==> src/rtl/cnn_layer_sequencer.sv <==
`default_nettype none
// ============================================================================
//  Module      : cnn_layer_sequencer
//  Description : Runs a chain of CNN layer engines in ascending index order.
//                Holds the engines in reset for two cycles, then pulses each
//                enabled layer's start and waits for its sticky done. A
//                per-layer watchdog turns a stalled layer into an error.
//                Abort drops the engines back into reset and returns to idle.
//  Revision    : 1.0 - initial release
// ============================================================================
module cnn_layer_sequencer #(
    parameter int NUM_LAYERS = 4,
    parameter int TO_W       = 24
) (
    input  logic                          clk,
    input  logic                          resetn,
    input  logic                          cmd_start,
    input  logic                          cmd_abort,
    input  logic [NUM_LAYERS-1:0]         layer_mask,
    input  logic [TO_W-1:0]               timeout_limit,
    input  logic [NUM_LAYERS-1:0]         layer_done,
    output logic [NUM_LAYERS-1:0]         layer_start,
    output logic                          layer_resetn,
    output logic                          busy,
    output logic                          done,
    output logic                          error,
    output logic                          irq,
    output logic [$clog2(NUM_LAYERS)-1:0] cur_layer,
    output logic [$clog2(NUM_LAYERS)-1:0] err_layer,
    output logic [31:0]                   cycle_count
);

    localparam int LAYER_W = $clog2(NUM_LAYERS);

    typedef enum logic [2:0] {
        S_IDLE  = 3'd0,
        S_RST   = 3'd1,
        S_START = 3'd2,
        S_WAIT  = 3'd3,
        S_DONE  = 3'd4,
        S_ERROR = 3'd5,
        S_ABORT = 3'd6
    } state_t;

    state_t                state;
    state_t                next_state;
    logic                  phase;       // second cycle of the two-cycle RST/ABORT states
    logic                  accept;
    logic [LAYER_W-1:0]    next_cur;
    logic [LAYER_W:0]      sel;         // {found, index} from the mask search
    logic [NUM_LAYERS-1:0] mask_q;
    logic [TO_W-1:0]       limit_q;
    logic [TO_W-1:0]       watchdog;
    logic                  run_phase;

    // Lowest set bit of m whose index is at least 'from'; MSB flags a hit.
    function automatic logic [LAYER_W:0] find_from(input logic [NUM_LAYERS-1:0] m,
                                                   input int from);
        logic [LAYER_W:0] r;
        r = '0;
        for (int i = NUM_LAYERS - 1; i >= 0; i--) begin
            if (m[i] && (i >= from)) begin
                r = {1'b1, LAYER_W'(i)};
            end
        end
        return r;
    endfunction

    assign run_phase = (state == S_RST) || (state == S_START) || (state == S_WAIT);

    // State register; phase marks the second cycle spent in the same state.
    always_ff @(posedge clk) begin
        if (!resetn) begin
            state <= S_IDLE;
            phase <= 1'b0;
        end else begin
            state <= next_state;
            phase <= (next_state == state);
        end
    end

    // Next-state decode: abort beats everything, layer done beats the watchdog.
    always_comb begin
        next_state = state;
        next_cur   = cur_layer;
        accept     = 1'b0;
        sel        = '0;
        case (state)
            S_IDLE, S_DONE, S_ERROR: begin
                if (cmd_start && !cmd_abort) begin
                    accept     = 1'b1;
                    next_state = S_RST;
                end
            end
            S_RST: begin
                if (cmd_abort) begin
                    next_state = S_ABORT;
                end else if (phase) begin
                    sel = find_from(mask_q, 0);
                    if (sel[LAYER_W]) begin
                        next_state = S_START;
                        next_cur   = sel[LAYER_W-1:0];
                    end else begin
                        next_state = S_DONE;
                    end
                end
            end
            S_START: begin
                next_state = cmd_abort ? S_ABORT : S_WAIT;
            end
            S_WAIT: begin
                if (cmd_abort) begin
                    next_state = S_ABORT;
                end else if (layer_done[cur_layer]) begin
                    sel = find_from(mask_q, int'(cur_layer) + 1);
                    if (sel[LAYER_W]) begin
                        next_state = S_START;
                        next_cur   = sel[LAYER_W-1:0];
                    end else begin
                        next_state = S_DONE;
                    end
                end else if ((limit_q != '0) && (watchdog == limit_q - TO_W'(1))) begin
                    next_state = S_ERROR;
                end
            end
            S_ABORT: begin
                if (phase) begin
                    next_state = S_IDLE;
                end
            end
            default: next_state = S_IDLE;
        endcase
    end

    // Registered outputs and run context, all decoded from the next state.
    always_ff @(posedge clk) begin
        if (!resetn) begin
            mask_q       <= '0;
            limit_q      <= '0;
            watchdog     <= '0;
            layer_start  <= '0;
            layer_resetn <= 1'b0;
            busy         <= 1'b0;
            done         <= 1'b0;
            error        <= 1'b0;
            irq          <= 1'b0;
            cur_layer    <= '0;
            err_layer    <= '0;
            cycle_count  <= '0;
        end else begin
            if (accept) begin
                mask_q  <= layer_mask;
                limit_q <= timeout_limit;
            end
            watchdog     <= ((state == S_WAIT) && (next_state == S_WAIT)) ? watchdog + TO_W'(1) : '0;
            layer_start  <= (next_state == S_START) ? (NUM_LAYERS'(1) << next_cur) : '0;
            layer_resetn <= !((next_state == S_RST) || (next_state == S_ABORT));
            busy         <= (next_state == S_RST) || (next_state == S_START) ||
                            (next_state == S_WAIT) || (next_state == S_ABORT);
            done         <= (next_state == S_DONE);
            error        <= (next_state == S_ERROR);
            irq          <= ((next_state == S_DONE) && (state != S_DONE)) ||
                            ((next_state == S_ERROR) && (state != S_ERROR));
            cur_layer    <= next_cur;
            if (accept) begin
                err_layer <= '0;
            end else if ((state == S_WAIT) && (next_state == S_ERROR)) begin
                err_layer <= cur_layer;
            end
            // The accepting cycle is counted as the first cycle of the run.
            if (accept) begin
                cycle_count <= 32'd1;
            end else if (run_phase && (cycle_count != 32'hFFFF_FFFF)) begin
                cycle_count <= cycle_count + 32'd1;
            end
        end
    end

endmodule
`default_nettype wire

==> config.mk <==
export PLATFORM = sky130hd
export DESIGN_NAME = cnn_layer_sequencer
export DESIGN_NICKNAME = d
export VERILOG_FILES = /design/src/rtl/cnn_layer_sequencer.sv
export SDC_FILE = /design/constraint.sdc
export NUM_CORES = 1
export LEC_CHECK = 0
export ABC_CLOCK_PERIOD_IN_PS = 4500
export CAP_MARGIN = 20
export CELL_PAD_IN_SITES_DETAIL_PLACEMENT = 0
export CELL_PAD_IN_SITES_GLOBAL_PLACEMENT = 1
export CORE_MARGIN = 10
export CORE_UTILIZATION = 39
export DETAILED_ROUTE_END_ITERATION = 7
export MAX_ROUTING_LAYER = met4
export PLACE_DENSITY = 0.86
export REMOVE_ABC_BUFFERS = 1
export SYNTH_ARGS = -nofsm -noshare
export SYNTH_HDL_FRONTEND = slang
export SYNTH_SLANG_ARGS = --single-unit
==> constraint.sdc <==
create_clock -name clk -period 4.5 [get_ports clk]
set_input_delay 0.9 -clock clk [delete_from_list [all_inputs] [get_ports clk]]
set_output_delay 0.9 -clock clk [all_outputs]
set_load 0.03 [all_outputs]
==> run metrics <==
outcome finished, final reports clean; fmax 0.285 GHz; DRT Wirelength 13600 um; VDD IR max 0.000226 V; DIE HEIGHT 136 um; most frequent cells in the layout 101 x dfxtp_1, 99 x nand2_1, 90 x nor2_1; mux cell area share after synthesis 1.20%; Leak 2.25 nW; Crit. End Element register; Slew Limit Fails 0; arrival time at the worst endpoint 3.74 ns; unrepaired setup endpoints after global routing no; diode count 0; Synth top area share 38.8%; fin crit share 77.9%; min cycle time layout 3.50 ns; type of the most critical hold path reg2reg; initial DRC count 340; first-pass GRT wire length 22900 um; FILL cells 1300; peak fanout along the critical path 23; post-synthesis sequential area ratio 38.8%; Final ANT Viol Nets 0; area share of and/or/nand/nor cells after synthesis 31.1%; TritonCTS Sinks 101; CTS tree built; endpoints failing hold 0; vias in the first global route 4623; Setup Fix Bufs, Post-CTS 0; DR vias 4785; Top Ports 81; Fin Hold WS 0.488 ns; CTS root buffer clkbuf_16; WP data required 4.74 ns; Final nets 759; multi-input logic area 3020 um^2; full die area 18400 um^2; cell area after synthesis 5200 um^2; routability cong. 0.894; Rel. slew slack 50.3%; synth top area cells dfxtp_1 39%, nand2_1 7.1%, xor2_1 7.1%; HPWL Detailed 10200 um; Ys Warns 0; worst skew pair latency 0.35 ns; #FFs+latches synth 101; Synth-to-Final Area Change 23.9%; Register Area 2020 um^2; drt wl/cell 15.1 um; reg2reg start limit_q[0]; largest family of logic cells by synthesized area simple AND/OR/NAND/NOR gates; Longest Clk Path Bufs 2; # setup viols final 0; commonest non-fill, non-tap cell in the layout dfxtp_1; Via density 5.31; CTS Buf Count 9; FP Rows 42; Synth area leader dfxtp_1; syn_area_per_cell 7.97 um^2; largest net degree at the start of global routing 36; prevailing post-synth register cell dfxtp_1; power per cell area 327 nW/um^2; maxcap violations 0; core area 13100 um^2; grt ovf 0; Slew @ Worst Pin 0.743 ns; post-synthesis xor/xnor area fraction 14.2%; initial core utilization 39.6%; H-tree depth reported by CTS 3; hold buffers post-CTS 0; share of layout cells above drive strength 1 4.28%; GRT Resource Usage Total 15.5%; path type of the worst setup path reg2reg; HP Start limit_q[1]; chip width 136 um; initial antenna violation count 0; number of synthesized flops with an enable pin 0; Post-Synth Adder-Cell Area 0.721%; Syn Inst Count 653; Compound-Gate Fraction of Synth Area 10.6%; Setup Skew 0.0140 ns; Worst Setup SP limit_q[0]; number of port buffers 80; drt drc 0; ys async rst share 0%; PostCTS Resize Cnt 0; CTS clock-pin slew for the worst setup and hold paths 0.07 ns; Yosys cell types 60; Startpoint Class register; TNS Setup 0 ns; first drt pass iteration count 5
-- worst paths after layout --
| kind | slack [ns] | cells past startpoint | to |
|---|---|---|---|
| max | 1.0 | 11 | watchdog[10] |
| min | 0.49 | 2 | limit_q[1] |
| max reg2reg | 1.0 | 11 | watchdog[10] |
| min reg2reg | 0.49 | 2 | limit_q[1] |
-- sequential cells by signal, indices dropped and copies added, names as in the netlist --
name	flops
cycle_count	32
limit_q	24
watchdog	24
layer_start	4
mask_q	4
state	3
cur_layer	2
err_layer	2
busy	1
done	1
error	1
irq	1
layer_resetn	1
phase	1
-- cells by family after synthesis --
kind of cell	after synthesis
buffers and inverters	41
XOR/XNOR	83
AND/OR/NAND/NOR	327
flip-flops	101
multiplexers	5
AO/OA/AOI/OAI	93
adder cells (fa/ha/maj)	3
-- critical path, cell delays in order, from the launching register on --
cell and delay [ns]:
dfxtp_1 0.35, inv_1 0.07, ha_1 0.24, or4b_4 0.50, and4b_1 0.37, a21oi_1 0.12
or3_1 0.34, or4_1 0.38, or3_1 0.35, o21ai_2 0.24, nand3b_4 0.35, nor2_1 0.09
-- area by class of cell --
class / instances / share of cell area (%)
multi-input combinational: 511 / 46.8
sequential: 101 / 31.4
timing repair buffer: 84 / 12.9
clock buffer: 10 / 3.71
tap: 176 / 3.42
clock inverter: 6 / 1.09
inverter: 13 / 0.757
-- stage by stage --
stage | setup WS (ns) | instances | util [%] | total power, W | instance area (um^2)
floorplan | 1.34 | 625 | - | 0.00121 | 5080
global placement | 0.857 | 885 | 46.7 | 0.00132 | 6140
detailed placement | 0.704 | 885 | 46.7 | 0.00132 | 6140
CTS | 0.979 | 901 | 49.1 | 0.00213 | 6450
global route | 0.774 | 901 | 49.1 | 0.00220 | 6450
finish | 0.996 | 901 | 49.1 | 0.00211 | 6450
-- layer usage --
metal / global-route usage, % / wire [um]
met1: 19.9 / 6520
met2: 23.8 / 6200
met3: 3.45 / 652
met4: 4.96 / 235
met5: - / 0
-- synthesized netlist by cell type, types with 2 or more instances --
master	count
a221oi_1	2
a41oi_1	2
a21oi_1	51
nor3_1	17
o211a_1	2
xor2_1	42
nand4b_1	2
nor4_1	9
and4_1	3
or3_1	11
inv_1	12
nand3b_1	4
a31oi_1	3
o22ai_1	2
mux2i_1	4
nor2b_1	6
or2_2	2
ha_1	3
nor2_1	90
buf_6	2
nand4_1	19
and3_1	10
o21a_1	2
nand2b_1	10
dfxtp_1	101
a21o_1	2
and4b_1	3
nand2_1	99
nand3_1	23
and2_1	5
or4_1	7
o21ai_0	14
clkbuf_1	23
xnor2_1	40
-- report_power, final --
group,internal [W],switching (W)
Combinational,0.000158,0.000190
Clock,0.000450,0.000351
Sequential,0.000919,0.0000386
Total,0.00153,0.000580
(Power assumes the default switching activity.)
